===== config.mk =====
export PLATFORM = sky130hd
export DESIGN_NAME = oam_dma_flat
export DESIGN_NICKNAME = d
export VERILOG_FILES = /design/src/rtl/oam_dma_if.sv /design/src/rtl/oam_dma.sv /design/src/flat_wrapper.sv
export SDC_FILE = /design/constraint.sdc
export NUM_CORES = 1
export LEC_CHECK = 0
export ABC_AREA = 1
export BUFFER_PORTS_ARGS = -buffer_cell sky130_fd_sc_hd__buf_4
export CAP_MARGIN = 20
export CORE_ASPECT_RATIO = 0.6
export CORE_MARGIN = 2
export CORE_UTILIZATION = 35
export CTS_BUF_LIST = sky130_fd_sc_hd__clkbuf_8 sky130_fd_sc_hd__clkbuf_16
export DETAILED_ROUTE_END_ITERATION = 6
export RECOVER_POWER = 25
export SKIP_CTS_REPAIR_TIMING = 1
export SLEW_MARGIN = 20
export SYNTH_ARGS = -nofsm -noshare
export SYNTH_HDL_FRONTEND = slang
export SYNTH_SLANG_ARGS = --single-unit

===== constraint.sdc =====
create_clock -name i_vga_clk -period 2 [get_ports i_vga_clk]
set_clock_uncertainty 0.05 [all_clocks]
set_input_delay 0 -clock i_vga_clk [delete_from_list [all_inputs] [get_ports i_vga_clk]]
set_output_delay 0 -clock i_vga_clk [all_outputs]
set_load 0.01 [all_outputs]

===== src/rtl/oam_dma_if.sv =====
// oam_dma_if: control, source-memory and OAM write signals of the sprite attribute DMA
// master: the DMA engine (drives mem_req/mem_addr, oam_we/oam_addr/oam_wdata, busy, done)
// slave:  the surrounding system (drives start/src_base/count, vblank, mem_ack/mem_rdata)
interface oam_dma_if #(
    parameter int SRC_AW = 24
);
    logic              start;
    logic [SRC_AW-1:0] src_base;
    logic [7:0]        count;
    logic              vblank;
    logic              mem_req;
    logic [SRC_AW-1:0] mem_addr;
    logic              mem_ack;
    logic [31:0]       mem_rdata;
    logic              oam_we;
    logic [7:0]        oam_addr;
    logic [31:0]       oam_wdata;
    logic              busy;
    logic              done;
    modport master (
        input  start, src_base, count, vblank, mem_ack, mem_rdata,
        output mem_req, mem_addr, oam_we, oam_addr, oam_wdata, busy, done
    );
    modport slave (
        output start, src_base, count, vblank, mem_ack, mem_rdata,
        input  mem_req, mem_addr, oam_we, oam_addr, oam_wdata, busy, done
    );
endinterface


===== src/rtl/oam_dma.sv =====
// oam_dma: copies attr0/attr1 word pairs from source memory into OAM, writing only during vblank
// i_vga_clk: pixel clock, all logic on posedge
// i_reset:   synchronous active-high reset, aborts any transfer
// bus:       oam_dma_if.master (start/src_base/count control, vblank, mem req/ack read port, OAM write port, busy/done)
module oam_dma #(
    parameter int NUM_SPRITES = 128,
    parameter int SRC_AW      = 24
) (
    input logic       i_vga_clk,
    input logic       i_reset,
    oam_dma_if.master bus
);
    localparam int WW = $clog2(2 * NUM_SPRITES + 1);
    typedef enum logic [2:0] {IDLE, WAIT_VB, REQ, WRITE, FINISH} state_t;
    state_t            r_state, w_next;
    logic [SRC_AW-1:0] r_base;
    logic [WW-1:0]     r_words, r_idx, w_idx_nx, w_words;
    logic [7:0]        r_oam_addr;
    logic [31:0]       r_oam_wdata;
    logic              r_done;
    assign w_words  = (32'(bus.count) > NUM_SPRITES) ? WW'(2 * NUM_SPRITES) : WW'({bus.count, 1'b0});
    assign w_idx_nx = r_idx + WW'(1);
    always_comb begin
        w_next = r_state;
        unique case (r_state)
            IDLE:    if (bus.start) w_next = (bus.count == 8'd0) ? FINISH : WAIT_VB;
            WAIT_VB: if (bus.vblank) w_next = REQ;
            REQ:     if (bus.mem_ack) w_next = WRITE;
            // A vblank drop during REQ is tolerated: the in-flight word still lands, then we park.
            WRITE:   w_next = (w_idx_nx == r_words) ? FINISH : (bus.vblank ? REQ : WAIT_VB);
            FINISH:  w_next = IDLE;
            default: w_next = IDLE;
        endcase
    end
    always_ff @(posedge i_vga_clk) begin
        if (i_reset) begin
            r_state     <= IDLE;
            r_base      <= '0;
            r_words     <= '0;
            r_idx       <= '0;
            r_oam_addr  <= '0;
            r_oam_wdata <= '0;
            r_done      <= 1'b0;
        end else begin
            r_state <= w_next;
            // done trails FINISH by a cycle so a zero-count start still shows one busy cycle
            r_done  <= r_state == FINISH;
            if (r_state == IDLE && bus.start) begin
                r_base  <= bus.src_base;
                r_words <= w_words;
                r_idx   <= '0;
            end
            // OAM address/data only change when a write is issued, so they hold otherwise
            if (r_state == REQ && bus.mem_ack) begin
                r_oam_addr  <= 8'(r_idx);
                r_oam_wdata <= bus.mem_rdata;
            end
            if (r_state == WRITE) r_idx <= w_idx_nx;
        end
    end
    assign bus.mem_req   = r_state == REQ;
    assign bus.mem_addr  = r_base + SRC_AW'(r_idx);
    assign bus.oam_we    = r_state == WRITE;
    assign bus.oam_addr  = r_oam_addr;
    assign bus.oam_wdata = r_oam_wdata;
    assign bus.busy      = r_state != IDLE;
    assign bus.done      = r_done;
endmodule

===== src/flat_wrapper.sv =====
// flat-port wrapper written by rule: the top's interface ports become plain ports
module oam_dma_flat 
#(
    parameter int NUM_SPRITES = 128,
    parameter int SRC_AW      = 24
)
  (i_vga_clk, i_reset, bus_start, bus_src_base, bus_count, bus_vblank, bus_mem_ack, bus_mem_rdata, bus_mem_req, bus_mem_addr, bus_oam_we, bus_oam_addr, bus_oam_wdata, bus_busy, bus_done);
  oam_dma_if #(.SRC_AW(SRC_AW)) bus_i ();
  input logic i_vga_clk;
  input logic i_reset;
  input wire logic [$bits(bus_i.start)-1:0] bus_start;
  input wire logic [$bits(bus_i.src_base)-1:0] bus_src_base;
  input wire logic [$bits(bus_i.count)-1:0] bus_count;
  input wire logic [$bits(bus_i.vblank)-1:0] bus_vblank;
  input wire logic [$bits(bus_i.mem_ack)-1:0] bus_mem_ack;
  input wire logic [$bits(bus_i.mem_rdata)-1:0] bus_mem_rdata;
  output wire logic [$bits(bus_i.mem_req)-1:0] bus_mem_req;
  output wire logic [$bits(bus_i.mem_addr)-1:0] bus_mem_addr;
  output wire logic [$bits(bus_i.oam_we)-1:0] bus_oam_we;
  output wire logic [$bits(bus_i.oam_addr)-1:0] bus_oam_addr;
  output wire logic [$bits(bus_i.oam_wdata)-1:0] bus_oam_wdata;
  output wire logic [$bits(bus_i.busy)-1:0] bus_busy;
  output wire logic [$bits(bus_i.done)-1:0] bus_done;
  assign bus_i.start = bus_start;
  assign bus_i.src_base = bus_src_base;
  assign bus_i.count = bus_count;
  assign bus_i.vblank = bus_vblank;
  assign bus_i.mem_ack = bus_mem_ack;
  assign bus_i.mem_rdata = bus_mem_rdata;
  assign bus_mem_req = bus_i.mem_req;
  assign bus_mem_addr = bus_i.mem_addr;
  assign bus_oam_we = bus_i.oam_we;
  assign bus_oam_addr = bus_i.oam_addr;
  assign bus_oam_wdata = bus_i.oam_wdata;
  assign bus_busy = bus_i.busy;
  assign bus_done = bus_i.done;
  oam_dma #(.NUM_SPRITES(NUM_SPRITES), .SRC_AW(SRC_AW)) u_core (.i_vga_clk(i_vga_clk), .i_reset(i_reset), .bus(bus_i));
endmodule

Yosys cells after proc, flatten, opt, wreduce, memory -nomap -nowiden. Index checks and enable logic that the tools add are counted.

Memories kept: 0. RAM bits: 0. Input port bits: 69. Bits in read-only memories: 0. Logic and storage cells: 35. Bits in latches: 0. Output and inout port bits: 68. Bits in registers: 86.

$mul: 0. Divide/modulo/power cells: 0. $add $sub $neg: 2. Reduce and logical (&&, ||, !) cells: 7. Equal/unequal tests: 8. Bitwise logic cells: 0. Mux-type cells: 10. Order comparisons: 1. Shift operators: 0.

Operators by type and width (number): 9-bit two-way mux (3); 24-bit by 9-bit adder with 24-bit output (1); 3-bit two-way mux (5); 3-bit one-hot mux with 4 select lines (1); 9-bit by 1-bit adder with 9-bit output, second input constant (1); 9-bit equality test (1); 8-bit > comparator, second input constant (1); 8-bit zero test (1); 3-bit by 2-bit equality test with 1-bit output, second input constant (2); 2-bit != test, second input constant (3); 3-bit by 1-bit equality test with 1-bit output, second input constant (1); 3-bit equality test, second input constant (1); 3-bit zero test (1); 3-bit AND reduction (1); 3-bit nonzero test (1); 1-bit logical AND (2); 2-bit two-way mux (1); 2-bit nonzero test (1).

Logic depth before layout (Yosys ltp). Gate-level depths: netlist of run 1.

Depth after elaboration: 4. Gate-level depth with buffers: 14. Gate-level depth less buffers: 14.

Least setup slack after synthesis of run 1. Ideal clock, no wire load.

Path type: reg2out. Start: reg u_core.r_idx[0]. End: out bus_mem_addr[22]. Stages on the path, launching flop included: 13. Arrival: 1860 ps. Path buffers: 0. Slack: 90 ps. Data required time: 1950 ps. Cells stage by stage: dfxtp_1 -> ha_1 -> fa_1 -> nand3_1 -> nand2_1 -> nand4_1 -> nand3_1 -> nand2_1 -> nand2_2 -> inv_2 -> nor2_1 -> nand2_1 -> xor2_1.

Longest elaborated chain between the ends: 1.

Ends and longest elaborated chain: start, declared (RTL line oam_dma.sv:17) `logic [WW-1:0] r_words, r_idx, w_idx_nx, w_words;`; start signal, assigned (RTL line oam_dma.sv:58) `if (r_state == WRITE) r_idx <= w_idx_nx;`; 24-bit by 9-bit adder with 24-bit output (RTL line oam_dma.sv:62) `assign bus.mem_addr = r_base + SRC_AW'(r_idx);`; end, declared (RTL line flat_wrapper.sv:18) `output wire logic [$bits(bus_i.mem_addr)-1:0] bus_mem_addr;`.

No other way between the ends.

Final worst setup path of run 1. Same ends and word-level chain as after synthesis.

==> summary.txt, run 1 <==
Synth
  – Proportion of synthesized chip area in sequential cells: about two fifths
  – Synth unique cells: 35
  – Avg Inst Size Synth: between 7 and 8 um2
  – Multiplexer area fraction after synthesis: 0%
  – Fraction of synthesized cell area in xor and xnor cells: approximately 4.7%
  – Cells after Synth: 570
  – Synth Area in Adders: approximately 3.5%
  – Yosys warnings: 0
  – Summed instance area of the synthesized netlist: just over 0.004 mm2
  – Post-Syn Nets: 650
  – Number of synthesized register bits: 85
  – Simple-gate share of the synthesized area: between 20% and 30%
  – Compound-Gate Fraction of Synth Area: ~15%
  – Combinational family with the most area after synthesis: simple AND/OR/NAND/NOR gates

Die
  – IO Count: about 140
  – Site row count: 30
  – Initial standard-cell utilization of the core: 36.1%
  – Die outline area: ~0.013 mm2
  – Die W: between 100 and 150 um
  – Die Ht: 87.8 um
  – Placeable Area: 0.0113 mm2

Route
  – DR DRC count: 0
  – Detailed Route WL: about 13 mm
  – Antenna Nets Post-Route: 0
  – Number of DRC markers in iteration 0: around 200
  – Via count: 4472
  – Number of iterations in the first detailed-routing pass: 5
  – Average wire per standard cell: roughly 14 um
  – Via density per instance: ~4.7

Setup path
  – Maximum fanout along the worst path: 3
  – Minimum setup slack among reg-to-reg paths: about 0.020 ns
  – Kind of critical path: flip-flop to output pin
  – Worst setup SP type: flip-flop
  – Arr. time, crit path: between 2 and 2.5 ns
  – Element type at the critical path end: output pin
  – Req. time, crit path: between 1.5 and 2 ns

Placement
  – Detailed Place HPWL: 8.59 mm
  – Number of port buffers: approximately 140
  – Worst setup slack before clock tree synthesis: -0.0197 ns
  – Cell count after placement: 860
  – Routability-driven placement congestion ratio: 0.848
  – Post-DP Area: about 0.0054 mm2

Timing
  – Maximum frequency from static timing analysis: around 440 MHz
  – Max-slew violation count: 0
  – Final Critical Period: around 2.3 ns
  – Relative slew slack: 70.2%
  – Setup-violating endpoint count in the final report: 16
  – Part of the cycle the worst path needs: 114%
  – Worst-Margin Slew: 0.447 ns
  – Crit path setup slack, layout: -0.282 ns
  – Hold_ws: -0.00574 ns
  – Final hold violations: 1
  – Unrepaired setup endpoints after global routing: yes

Finish
  – Final Instance Count excl. Fillers: 945
  – Finished layout cell area: between 0.006 and 0.007 mm2
  – Number of inserted filler cells in the final layout: roughly 1100
  – Area added between synthesis and finish: 57.4%
  – Antenna cells: 0
  – Net total in the final layout: 860
  – Sequential cell area: between 0.0015 and 0.002 mm2
  – Share of post-route cells with drive strength above 1: ~25%
  – Multi-input gate area in the final layout: 0.00233 mm2

Power
  – PwrDens: roughly 860 mW/mm2
  – Maximum vdd ir drop: between 0.5 and 0.6 mV
  – Power Total: approximately 0.0056 W
  – Static leakage power: roughly 2.7 nW

Run
  – Max Cap Violations: 0

Hold path
  – Type of the most critical hold path: primary input to flip-flop

Outcome
  – Run status: complete, but fails checks
  – Violated checks: hold timing, setup timing

Global route
  – Largest net degree at the start of global routing: between 40 and 50
  – Number of antenna violations at the first check in global routing: 0
  – GR Overflow Total: 0
  – GRT Overall Usage: a little under a fifth
  – Global-route wire length before repair: about 19 mm
  – Number of global-route vias before repair: slightly below 4000

CTS
  – Insertion delay of the later-clocked pin in the worst-skew pair: about 0.33 ns
  – TritonCTS buffer count: 9
  – CTS Buffer Depth: 2
  – H-Tree Level Count: 3
  – TritonCTS clock tree: done
  – Clk slew on worst S/H paths: roughly 0.060 ns
  – Root Buffer Master: sky130_fd_sc_hd__clkbuf_16
  – Clk sink count: 85
[cell usage in the layout (no fill, tap or decap), drive strengths merged, types with 2 or more instances in the layout]
master,netlist,final
nor3,9,9
o21bai,2,2
a31oi,2,2
nand2,123,123
nand3,64,64
xnor2,2,2
a21oi,69,69
a211oi,2,2
dfxtp,85,85
inv,41,43
ha,10,10
clkbuf,24,43
o21ai,31,31
a22oi,3,3
dlygate4sd3,0,64
nand3b,4,4
xor2,20,20
clkinv,0,2
buf,4,130
nor2,64,64
nand4,4,4
[state kept, by name, summed over array words and instances (netlist names)]
signal                flops
u_core.bus.done           1
u_core.bus.oam_addr       8
u_core.bus.oam_wdata     32
u_core.r_base            24
u_core.r_idx              9
u_core.r_state            3
u_core.r_words            8
[critical path: stages, from the launching register on]
cell                      delay, ns
sky130_fd_sc_hd__dfxtp_1       0.33
sky130_fd_sc_hd__ha_4          0.17
sky130_fd_sc_hd__fa_2          0.37
sky130_fd_sc_hd__nand3_2       0.09
sky130_fd_sc_hd__nand2_2       0.05
sky130_fd_sc_hd__nand4_1       0.11
sky130_fd_sc_hd__nand3_2       0.12
sky130_fd_sc_hd__nand2_2       0.11
sky130_fd_sc_hd__nand2_4       0.07
sky130_fd_sc_hd__inv_4         0.07
sky130_fd_sc_hd__nor2_2        0.04
sky130_fd_sc_hd__nand2_1       0.07
sky130_fd_sc_hd__xor2_1        0.15
sky130_fd_sc_hd__buf_4         0.14
[logic make-up after synthesis]
family,after synthesis
AO/OA/AOI/OAI,113
XOR/XNOR,22
adder cells (fa/ha/maj),11
buffers and inverters,69
flip-flops,85
AND/OR/NAND/NOR,270
[through the flow]
| stage | TNS [ns] | util, % |
|---|---|---|
| floorplan | 0 | - |
| global placement | -0.00632 | 47.4 |
| detailed placement | -0.0343 | 47.4 |
| CTS | -4.65 | 50.0 |
| global route | -4.79 | 56.9 |
| finish | -2.50 | 56.9 |
[metal layers]
layer	track usage (%)	part of all wire [%]
met5	0	0
met1	26.8	49
met4	3.30	0.84
met3	5.30	5.8
met2	27.9	44
[report_power, final]
| group | internal [W] | switching, W | total, W |
|---|---|---|---|
| clock network | 0.000988 | 0.000660 | 0.00165 |
| logic | 0.000779 | 0.00100 | 0.00178 |
| registers | 0.00193 | 0.000198 | 0.00213 |
[final cells by class]
cell class / count / area share [%]
multi-input cells: 416 / 36.1
repair buffers: 227 / 27.3
flip-flops and latches: 85 / 26.5
clock buffers: 10 / 3.71
well taps: 160 / 3.11
inverters: 41 / 2.43
clock inverters: 6 / 0.854
[worst paths after layout]
check / depth (start not counted) / endpoint / from
min reg2reg: 2 / u_core.bus.oam_wdata[14] / u_core.bus.oam_wdata[14]
min: 5 / u_core.r_state[1] / bus_vblank
max reg2reg: 13 / u_core.r_state[0] / u_core.r_idx[0]
max: 13 / bus_mem_addr[22] / u_core.r_idx[0]
[synth_stat cells, drive strengths merged]
master | count | area, um2
o21ai | 31 | 155
xor2 | 20 | 175
o21bai | 2 | 15.0
nor3 | 9 | 55.1
o211ai | 1 | 7.51
o21a | 1 | 7.51
nand3b | 4 | 30.0
a21oi | 69 | 349
fa | 1 | 20.0
ha | 10 | 125
inv | 41 | 154
a21boi | 1 | 11.3
and2 | 1 | 6.26
a21o | 1 | 7.51
dfxtp | 85 | 1700
clkbuf | 24 | 91.3
nand2 | 123 | 467
buf | 4 | 32.5
xnor2 | 2 | 17.5
nand3 | 64 | 330
nor2 | 64 | 255
a31oi | 2 | 12.5
a22oi | 3 | 22.5
nor4 | 1 | 6.26
a211oi | 2 | 15.0
nand4 | 4 | 25.0
Power figures use the tool's default switching activity.
==> run 2, diff against run 1 <==
- BUFFER_PORTS_ARGS: -buffer_cell sky130_fd_sc_hd__buf_4 -> not set
- CORE_UTILIZATION: 35 -> 55
- CTS_CLUSTER_DIAMETER: not set -> 60
- DONT_BUFFER_PORTS: not set -> 1
- PLACE_DENSITY: not set -> 0.7
==> run 2 against run 1 <==
  * The run ends with setup timing left
  * Total power is 1.3% lower
  * First-iteration DRC count is 120% higher
  * Setup slack better by 0.075 ns
==> summary.txt, run 2 (same netlist as run 1, synthesis figures left out) <==
Setup path
  – Slowest Stage Delay on Critical Path: 0.34 ns
  – Arr. time, crit path: around 2.2 ns
  – R2R Path Start: u_core.r_state[2]
  – Cell depth of the worst flop-to-flop path: 5
  – Slowest stage cell on the critical path: sky130_fd_sc_hd__dfxtp_2
  – Worst reg2reg path endpoint: u_core.bus.oam_wdata[13]
  – Kind of critical path: flip-flop to output pin
  – CP Buf/Inv Count: 1
  – Worst setup SP type: flip-flop
  – Cell mode on critical path: sky130_fd_sc_hd__nand2_1
  – Req. time, crit path: between 1.5 and 2 ns
  – Maximum fanout along the worst path: 4
  – Minimum setup slack among reg-to-reg paths: 0.05 ns
  – Largest delay contributor family on the critical path: simple AND/OR/NAND/NOR gates
  – Element type at the critical path end: output pin
  – Critical Path, Cell by Cell: ha_4, a21oi_2, nand2_1, nand2_1, nand3_2, a21boi_4, nor2_4, nand2_2, nor2_1, xor2_1, buf_4

Timing
  – Part of the cycle the worst path needs: 110%
  – Unrepaired setup endpoints after global routing: yes
  – Crit path setup slack, layout: -0.208 ns
  – Final hold violations: 0
  – Final Critical Period: 2.21 ns
  – Setup-violating endpoint count in the final report: 13
  – Hold_ws: around 0.078 ns
  – Max-slew violation count: 0
  – Worst-Margin Slew: just over 0.8 ns
  – Relative slew slack: about 46%
  – Maximum frequency from static timing analysis: 453 MHz

Route
  – Number of iterations in the first detailed-routing pass: 5
  – Average wire per standard cell: 17.4 um
  – Detailed Route WL: between 10 and 15 mm
  – Via density per instance: 5.61
  – DR DRC count: 0
  – Antenna Nets Post-Route: 0
  – Number of DRC markers in iteration 0: between 400 and 500
  – Via count: 4315

Finish
  – Multi-input gate area in the final layout: 0.00248 mm2
  – Net total in the final layout: 740
  – Utilization after layout: roughly four fifths
  – Share of post-route cells with drive strength above 1: about 17%
  – Number of inserted filler cells in the final layout: 456
  – Commonest cells after routing, fill and taps aside: sky130_fd_sc_hd__nand2_1, sky130_fd_sc_hd__dfxtp_1, sky130_fd_sc_hd__dlygate4sd3_1, sky130_fd_sc_hd__a21oi_1, sky130_fd_sc_hd__nand3_1
  – Area added between synthesis and finish: 42.5%
  – Antenna cells: 0
  – Leading cell type in the layout, fill and taps excluded: sky130_fd_sc_hd__nand2_1
  – Max FFs per register: 32
  – Sequential cell area: around 0.0017 mm2

Outcome
  – Violated checks: setup timing
  – Run status: complete, but fails checks

Hold path
  – Hold path cells: 6
  – Type of the most critical hold path: primary input to flip-flop
  – Hold EP: u_core.r_state[2]
  – Startpoint of the worst hold path: bus_count[1]

Global route
  – Most Crowded Layer GR: met2
  – Met2 Usage GRT: between 30 and 40%
  – Global-route wire length before repair: 16.5 mm
  – Number of antenna violations at the first check in global routing: 0
  – GRT Overall Usage: ~26%
  – Met1 Usage GRT: a little over a third
  – Number of global-route vias before repair: about 3500
  – Fraction of met3 tracks used by global routing: between 10 and 15%
  – GR Overflow Total: 0
  – Largest net degree at the start of global routing: 59

Power
  – Part of the power in combinational logic: between 20 and 30%
  – Maximum vdd ir drop: about 0.61 mV
  – Share of power burned in the clock network: between 30% and 40%
  – Net switching fraction of the power: about a third
  – Pint: around 0.0036 W
  – Static leakage power: 2.26 nW
  – PwrDens: 941 mW/mm2
  – Reg power frac: 40.2%
  – Power Total: 0.00549 W
  – Net load switching power: 0.00191 W

CTS
  – Clk sink count: 85
  – Root Buffer Master: sky130_fd_sc_hd__clkbuf_16
  – Insertion delay of the later-clocked pin in the worst-skew pair: around 0.34 ns
  – Clk slew on worst S/H paths: ~0.06 ns
  – TritonCTS clock tree: done
  – H-Tree Level Count: 3
  – CTS Buffer Depth: 2
  – TritonCTS buffer count: 9

Die
  – Initial standard-cell utilization of the core: a little under three fifths
  – Die Ht: just over 70 um
  – Site row count: 24
  – IO Count: around 140
  – Die W: 115 um
  – Placeable Area: 0.00724 mm2
  – Die outline area: between 0.008 and 0.009 mm2

Placement
  – Number of port buffers: 0
  – Worst setup slack before clock tree synthesis: -0.000414 ns
  – Detailed Place HPWL: approximately 7.4 mm
  – Routability-driven placement congestion ratio: 0.882

Run
  – Max Cap Violations: 0
[run 2: stage by stage]
step,TNS [ns],instance area (um2),std cells
after global placement,0,4280,667
after detailed placement,-0.000414,4280,667
after global routing,-3.53,5840,769
after CTS,-4.62,4590,683
after floorplan,0,4100,570
final,-1.91,5840,769
[run 2: power by group through the flow]
stage                     Combinational (W)  Sequential, W  Clock, W
after CTS                           0.00119        0.00215   0.00173
after floorplan                    0.000947        0.00212         0
after global routing                0.00170        0.00223   0.00181
final                               0.00156        0.00221   0.00172
after detailed placement            0.00118        0.00218         0
after global placement              0.00114        0.00218         0
[run 2: cell type report]
type                       count  share of cell area, %
inverter                      41                   2.77
tap                          104                   2.23
clock inverter                 4                  0.793
clock buffer                  12                   4.57
sequential                    85                   29.4
timing repair buffer         107                   17.9
multi-input combinational    416                   42.4
[run 2: how the worst max path moves through the flow]
stage                          from               end  slack [ns]  cells past startpoint
floorplan           u_core.r_idx[0]  bus_mem_addr[22]        0.09                     12
global placement    u_core.r_idx[0]  bus_mem_addr[22]        0.05                     12
detailed placement  u_core.r_idx[0]  bus_mem_addr[22]     -0.0004                     12
CTS                 u_core.r_idx[0]  bus_mem_addr[22]       -0.41                     12
global route        u_core.r_idx[3]  bus_mem_addr[19]       -0.36                     11
finish              u_core.r_idx[2]  bus_mem_addr[19]       -0.21                     11
[run 2: tightest hold or removal path: cells and delay by family]
kind | cells | cell delay [ns]
simple gates | 4 | 0.16
buf+inv | 1 | 0.09
compound gates | 1 | 0.17
[run 2: routing by layer]
layer	routed length (um)	part of all wire (%)	vias to the layer above
met3	1250	9.4	33
met1	5590	42	2013
met5	0	0	-
li1	-	-	2054
met2	6210	46	215
met4	304	2.3	0
